File: src/rtl/pong_pkg.sv
// Shared types and constants for the pong match sequencer and paddle logic.
// Pure declarations, no logic or latency.
// No flow control.
package pong_pkg;

   typedef enum logic [2:0] {
      IDLE      = 3'd0,
      SERVE     = 3'd1,
      PLAY      = 3'd2,
      POINT     = 3'd3,
      PAUSED    = 3'd4,
      GAME_OVER = 3'd5
   } game_state_t;

   localparam logic [1:0] WINNER_NONE  = 2'b00;
   localparam logic [1:0] WINNER_LEFT  = 2'b01;
   localparam logic [1:0] WINNER_RIGHT = 2'b10;

   localparam logic [7:0] KEY_START = 8'h2C;
   localparam logic [7:0] KEY_PAUSE = 8'h13;

endpackage

File: src/rtl/pong_key_edge_detect.sv
// Rising-edge detector for one keycode: pulses when KEY first appears on keycode.
// Pulse is combinational in the cycle the key appears; a held key fires once.
// No flow control.
module key_edge_detect
   import pong_pkg::*;
#(
   parameter logic [7:0] KEY = KEY_START
) (
   input  logic       frame_clk,
   input  logic       Reset,
   input  logic [7:0] keycode,
   output logic       edge_pulse
);

   logic [7:0] key_prev;

   // Remember last frame's keycode so a held key only fires on its first frame.
   always_ff @(posedge frame_clk or posedge Reset) begin
      if (Reset) key_prev <= 8'h00;
      else       key_prev <= keycode;
   end

   assign edge_pulse = (keycode == KEY) && (key_prev != KEY);

endmodule

File: src/rtl/pong_match_ctrl.sv
// Match sequencer: serve/point countdowns, pause, win detection, ball gating.
// Transitions on edge N are visible on the outputs right after edge N.
// No flow control; keys and score changes are sampled every frame.
module pong_match_ctrl
   import pong_pkg::*;
#(
   parameter int         WIN_SCORE    = 7,
   parameter int         PAUSE_FRAMES = 60,
   parameter logic [7:0] KEY_START    = pong_pkg::KEY_START,
   parameter logic [7:0] KEY_PAUSE    = pong_pkg::KEY_PAUSE
) (
   input  logic       Reset,
   input  logic       frame_clk,
   input  logic [7:0] keycode,
   input  logic [3:0] scoreL,
   input  logic [3:0] scoreR,
   output logic [2:0] game_state,
   output logic       ball_enable,
   output logic       match_rst,
   output logic [1:0] winner,
   output logic [7:0] count_out
);

   localparam logic [3:0] WIN_VAL   = 4'(WIN_SCORE);
   localparam logic [7:0] COUNT_VAL = 8'(PAUSE_FRAMES);

   game_state_t state, state_n;
   logic [7:0]  count, count_n;
   logic [1:0]  winner_q, winner_n;
   logic        match_rst_q, match_rst_n;
   logic [3:0]  prevL, prevR;
   logic        start_edge, pause_edge;
   logic        l_chg, r_chg;

   key_edge_detect #(.KEY(KEY_START)) u_start_edge (
      .frame_clk  (frame_clk),
      .Reset      (Reset),
      .keycode    (keycode),
      .edge_pulse (start_edge)
   );

   key_edge_detect #(.KEY(KEY_PAUSE)) u_pause_edge (
      .frame_clk  (frame_clk),
      .Reset      (Reset),
      .keycode    (keycode),
      .edge_pulse (pause_edge)
   );

   assign l_chg = (scoreL != prevL);
   assign r_chg = (scoreR != prevR);

   // Track scores every frame so changes outside PLAY never queue up as points.
   always_ff @(posedge frame_clk or posedge Reset) begin
      if (Reset) begin
         prevL <= 4'd0;
         prevR <= 4'd0;
      end else begin
         prevL <= scoreL;
         prevR <= scoreR;
      end
   end

   // State, countdown, winner and match_rst pulse registers.
   always_ff @(posedge frame_clk or posedge Reset) begin
      if (Reset) begin
         state       <= IDLE;
         count       <= 8'd0;
         winner_q    <= WINNER_NONE;
         match_rst_q <= 1'b0;
      end else begin
         state       <= state_n;
         count       <= count_n;
         winner_q    <= winner_n;
         match_rst_q <= match_rst_n;
      end
   end

   // Next-state logic; PLAY priority is left win, right win, point, pause.
   always_comb begin
      state_n     = state;
      count_n     = count;
      winner_n    = winner_q;
      match_rst_n = 1'b0;
      case (state)
         IDLE: begin
            if (start_edge) begin
               state_n     = SERVE;
               count_n     = COUNT_VAL;
               winner_n    = WINNER_NONE;
               match_rst_n = 1'b1;
            end
         end
         SERVE, POINT: begin
            // Leaving at count<=1 keeps count from ever wrapping below zero.
            if (count <= 8'd1) begin
               state_n = PLAY;
               count_n = 8'd0;
            end else begin
               count_n = count - 8'd1;
            end
         end
         PLAY: begin
            if (l_chg && (scoreL >= WIN_VAL)) begin
               state_n  = GAME_OVER;
               winner_n = WINNER_LEFT;
            end else if (r_chg && (scoreR >= WIN_VAL)) begin
               state_n  = GAME_OVER;
               winner_n = WINNER_RIGHT;
            end else if (l_chg || r_chg) begin
               state_n = POINT;
               count_n = COUNT_VAL;
            end else if (pause_edge) begin
               state_n = PAUSED;
            end
         end
         PAUSED: begin
            if (pause_edge) begin
               state_n = PLAY;
            end else if (start_edge) begin
               state_n     = SERVE;
               count_n     = COUNT_VAL;
               winner_n    = WINNER_NONE;
               match_rst_n = 1'b1;
            end
         end
         GAME_OVER: begin
            if (start_edge) begin
               state_n     = SERVE;
               count_n     = COUNT_VAL;
               winner_n    = WINNER_NONE;
               match_rst_n = 1'b1;
            end
         end
         default: begin
            state_n = IDLE;
            count_n = 8'd0;
         end
      endcase
   end

   assign game_state  = state;
   assign ball_enable = (state == PLAY);
   assign match_rst   = match_rst_q;
   assign winner      = winner_q;
   assign count_out   = ((state == SERVE) || (state == POINT)) ? count : 8'd0;

endmodule

File: config.mk
export PLATFORM = sky130hd
export DESIGN_NAME = pong_match_ctrl
export DESIGN_NICKNAME = d
export VERILOG_FILES = /design/src/rtl/pong_pkg.sv /design/src/rtl/pong_key_edge_detect.sv /design/src/rtl/pong_match_ctrl.sv
export SDC_FILE = /design/constraint.sdc
export NUM_CORES = 1
export LEC_CHECK = 0
export ABC_AREA = 1
export CAP_MARGIN = 10
export CORE_MARGIN = 2
export CORE_UTILIZATION = 35
export DETAILED_ROUTE_END_ITERATION = 8
export PLACE_DENSITY = 0.55
export REMOVE_ABC_BUFFERS = 1
export SLEW_MARGIN = 10
export SYNTH_ARGS = -nofsm -noshare
export SYNTH_HDL_FRONTEND = slang
export SYNTH_SLANG_ARGS = --single-unit
export TNS_END_PERCENT = 50
File: constraint.sdc
create_clock -name frame_clk -period 1.5 [get_ports frame_clk]
set_input_delay 0.15 -clock frame_clk [delete_from_list [all_inputs] [get_ports frame_clk]]
set_output_delay 0.15 -clock frame_clk [all_outputs]
set_load 0.005 [all_outputs]
Yosys cells after proc, flatten, opt, wreduce, memory -nomap -nowiden
Cells that the tools add are included.

Bits of input ports: 18. Output and inout port bits: 15. Bits in registers: 30. Word-level logic and storage cells: 66.

Mux-type cells: 24. Reductions and logical operators: 13. Order comparisons: 3. $add $sub $neg: 1. Equal/unequal tests: 18.

Operators by type and width (number): 8-bit two-way mux (7); 8-bit case mux with 4 select lines (1); 3-bit two-way mux (7); 3-bit case mux with 4 select lines (1); 8-bit by 5-bit equality test with 1-bit output (second input constant) (1); 8-bit by 6-bit equality test with 1-bit output (second input constant) (1); 4-bit by 3-bit greater-or-equal comparator with 1-bit output (second input constant) (2); 8-bit by 1-bit less-or-equal comparator with 1-bit output (second input constant) (1); 2-bit two-way mux (4); 2-bit inequality test (second input constant) (4); 4-bit inequality test (2); 8-bit by 5-bit inequality test with 1-bit output (second input constant) (1); 8-bit by 6-bit inequality test with 1-bit output (second input constant) (1); 8-bit by 1-bit subtractor with 8-bit output (second input constant) (1); 3-bit by 2-bit equality test with 1-bit output (second input constant) (2); 3-bit equality test (second input constant) (2); 2-bit case mux with 3 select lines (1); 5-bit by 1-bit inequality test with 1-bit output (second input constant) (1); 1-bit logical AND (4); 4-bit AND reduction (1); 2-bit OR reduction (2); 3-bit by 1-bit equality test with 1-bit output (second input constant) (1); 3-bit logical NOT (1); 3-bit by 1-bit inequality test with 1-bit output (second input constant) (1); other kinds (7) (9).

Logic depth before layout (Yosys ltp)
Depth after elaboration: 7. Gate-level depth with buffers: 12. Gate-level depth less buffers: 12.

Hierarchy
A second synthesis with hierarchy kept.

Cell total of the unflattened synthesis: 247. Area, all modules: 1969.4 µm².

Modules (own cells, without submodules): pong_match_ctrl (area an instance 1396.3 µm², cells each 185, instances 1, sequential area each 550.5 µm²); key_edge_detect (area an instance 286.5 µm², cells each 31, instances 2, sequential area each 200.2 µm²).

Worst setup path before layout
OpenSTA, ideal clock, no wires.

Path kind: reg-to-reg. Start: reg count[0]. End: reg count[2]. Path buffers: 0. Setup slack: 0.107 ns. Period minus slack after synthesis: 1.393 ns. Arrival time: 1.270 ns. Required time: 1.377 ns. Stages on the path, launching flop included: 9. Setup time: 0.123 ns. Cells stage by stage: dfrtp_1 inv_1 ha_1 o21ai_0 nor2_1 nor2_4 inv_2 o21ai_1 a21boi_2.

Longest elaborated chain between the ends: 3.

RTL lines: from (decl) (RTL line pong_match_ctrl.sv:28) `logic [7:0] count, count_n;`; from (signal assigned) (RTL line pong_match_ctrl.sv:72) `count <= count_n;`; 8-bit by 1-bit subtractor with 8-bit output or 8-bit by 1-bit less-or-equal comparator with 1-bit output (tied branches) (RTL line pong_match_ctrl.sv:99, pong_match_ctrl.sv:95); 8-bit two-way mux (*) (RTL line pong_match_ctrl.sv:95) `if (count <= 8'd1) begin`; 8-bit case mux with 4 select lines (*) (RTL line pong_match_ctrl.sv:84) `case (state)`.

Every way passes the cells marked *; elsewhere a longest branch is shown, timed or not. A chain may end at the register's enable or synchronous reset.

Worst setup path after layout
Start: reg state[0] (netlist: game_state[0]). End: out game_state[0].

RTL lines: from (decl) (RTL line pong_match_ctrl.sv:27) `game_state_t state, state_n;`; from (signal assigned) (RTL line pong_match_ctrl.sv:71) `state <= state_n;`; to (decl) (RTL line pong_match_ctrl.sv:17) `output logic [2:0] game_state,`.

No word-level cell between the ends.

==> flow_summary.yaml <==
status:
  status: "completed"
sta:
  grt_setup_unrepaired: "true"
  setup_viol: 0
  fin_tns_setup_ns: 0
  hold_viol: 0
  maxSlewHeadroom_pct: 74.3
  worst_slew_pin_slew_ns: 0.385
  finalCriticalPeriod_ns: 1.44
  drv_slew: 0
  skew_ns: 0.0108
  min_period_over_period_pct: 95.8
  max_freq_mhz: 696
  worst_slack_ns: 0.0629
cts:
  hold_buffers: 0
  clk_pin_slew_ns: 0.07
  cts-root-buf: "clkbuf_8"
  tritoncts: "yes"
  clk_latency_ns: 0.28
  htreeDepth: 2
  cts_buffers: 5
  clock_sinks: 30
  cts_buffer_depth: 2
grt:
  grt_util_all_layers_pct: 14.2
  grt-ovfl-total: 0
  grt_max_degree: 31
  grt_pass1_wl_um: 5740
  grt_pass1_vias: 1381
  grt_antenna_before_repair: 0
pwr:
  worst_ir_drop_vdd_mv: 0.500
  p_per_area_nw_per_um2: 710
  power_leakage_nw: 1.24
  p_total_w: 0.00166
setup_path:
  cp.arrival_ns: 1.29
  cp_num_buf_inv: 2
  crit_required_ns: 1.35
  path_cells: "buf_4 > clkdlybuf4s50_1"
  crit_slowest_cell: "dfrtp_2"
  worstSetupPathType: "register to primary output"
  cp_top_family: "buffers and inverters"
  max_stage_delay_ns: 0.44
  end_kind: "primary output"
  cp_max_fo: 3
  crit_path_start_kind: "register"
synth:
  yosysSeqAreaShare_pct: 46.9
  synth_area_um2: 1600
  synth_area_per_cell_um2: 7.41
  synth_warnings: 0
  syn_inst: 216
  synth_cell_types: 22
  synth-seq-cells: 30
drt:
  drtPass1Iterations: 4
  wl_um: 3280
  vias: 1475
  vias_per_cell: 4.38
  wl_per_cell_um: 9.73
  post-route-drc-count: 0
  final_antenna_net_count: 0
  drt_iter0_drc: 59
floorplan:
  die_x_um: 71.6
  start_util_pct: 36.5
  core_region_area_um2: 4380
  ios: 33
  die_y_um: 71.6
  dieArea_um2: 5130
  rows: 24
place:
  port_buffers: 32
  dpl_cell_area_um2: 2180
  dp_slack_ns: -0.212
  gp_congestion: 0.794
  hpwl_um: 2550
final_layout:
  drive_above_1_share_pct: 22.1
  nNetsFinal: 304
  fill_cells: 432
  diodes: 0
  stdcell_area_um2: 2340
  area_growth_pct: 45.9
min_path:
  hp-class: "primary input to register"
run:
  cap_viol_max_count: 0
[report_power, final]
| part | total (W) | leakage (nW) | internal (W) | switching [W] |
|---|---|---|---|---|
| sequential | 0.000841 | 0.360 | 0.000831 | 0.0000101 |
| clock | 0.000654 | 0.0482 | 0.000369 | 0.000285 |
| combinational | 0.000163 | 0.828 | 0.0000860 | 0.0000772 |
| total | 0.00166 | 1.24 | 0.00129 | 0.000372 |
[synth_stat cells]
cell	instances	area share, %
a21oi_1	5	1.6
o21ai_0	2	0.63
ha_1	2	1.6
nor3_4	1	1.0
inv_2	2	0.47
nand3_1	12	3.8
nor2_4	2	1.4
xor2_1	4	2.2
nor2_2	1	0.39
a21boi_2	2	1.4
dfrtp_1	30	47
o21ai_2	1	0.55
nand4_4	1	1.3
inv_4	1	0.39
nor2_1	37	8.7
inv_1	35	8.2
nand3b_1	1	0.47
xnor2_1	1	0.55
nand2_1	69	16
nand4_1	2	0.78
o21ai_1	4	1.3
a31oi_1	1	0.39
[per-stage QoR]
stage / util [%] / hold WS [ns] / instances
2_1_floorplan: - / 0.181 / 216
3_3_place_gp: 49.8 / 0.462 / 326
3_5_place_dp: 49.8 / 0.467 / 326
4_1_cts: 51.9 / 0.260 / 335
5_1_grt: 53.3 / 0.0733 / 337
6_report: 53.3 / 0.0573 / 337
[final timing paths]
check | slack, ns | to | cells past startpoint | start
max | 0.06 | game_state[0] | 2 | game_state[0]
min | 0.06 | prevL[3] | 1 | scoreL[3]
max reg2reg | 0.11 | count[2] | 7 | count[0]
min reg2reg | 0.49 | winner[0] | 2 | winner[0]
max in group asynchronous | 0.95 | game_state[0] | 3 | Reset
min in group asynchronous | 0.24 | match_rst | 3 | Reset
[layout make-up]
class / count / area, um^2 / area share [%]
flip-flops and latches: 30 / 753 / 32.2
multi-input cells: 148 / 747 / 32.0
repair buffers: 61 / 534 / 22.9
inverters: 38 / 145 / 6.21
clock buffers: 7 / 86.3 / 3.70
well taps: 52 / 65.1 / 2.79
clock inverters: 1 / 5.00 / 0.214
[state kept, by name, indices dropped and copies added (netlist names)]
signal                 count
game_state                 3
prevL                      4
winner                     2
count                      8
u_pause_edge.key_prev      8
match_rst                  1
prevR                      4
[logic make-up after synthesis]
kind of cell               Yosys count  synth area share (%)
and+or+nand+nor                    126                  34.0
buffers and inverters               38                  9.06
DFF                                 30                  46.9
AOI/OAI and AO/OA                   15                  5.78
xor gates and xnor gates             5                  2.73
adders and majority gates            2                  1.56
[per-layer routing]
metal / part of all wire (%) / vias to the layer above / track usage [%]
met5: 0 / - / 0
met3: 4.0 / 2 / 4.22
met4: 0.73 / 0 / 5.03
met1: 47 / 651 / 17.5
li1: - / 794 / -
met2: 48 / 28 / 23.7
[cells in the final DEF (no fill, tap or decap), types with 3 or more instances in the layout]
cell type / instances
a21oi_1: 5
buf_4: 28
clkbuf_8: 6
clkdlybuf4s50_1: 20
dfrtp_1: 28
dlygate4sd2_1: 8
dlymetal6s2s_1: 3
inv_1: 33
inv_2: 4
nand2_1: 66
nand2_2: 3
nand3_1: 9
nand3_2: 3
nor2_1: 35
nor2_4: 3
o21ai_1: 4
xor2_1: 4
[what timing repair did]
action,CTS,global route
setup buffers,1,2
endpoints found under the setup margin,10,19
resized for setup,12,20
pin swaps,1,1
[worst register-to-register path, stage by stage (launching register included)]
cell and delay [ns]:
dfrtp_1 0.41, ha_2 0.20, o21ai_2 0.13, nor2_2 0.07
nor2_4 0.18, inv_2 0.08, o21ai_1 0.11, a21boi_2 0.15
(Power assumes the default switching activity.)
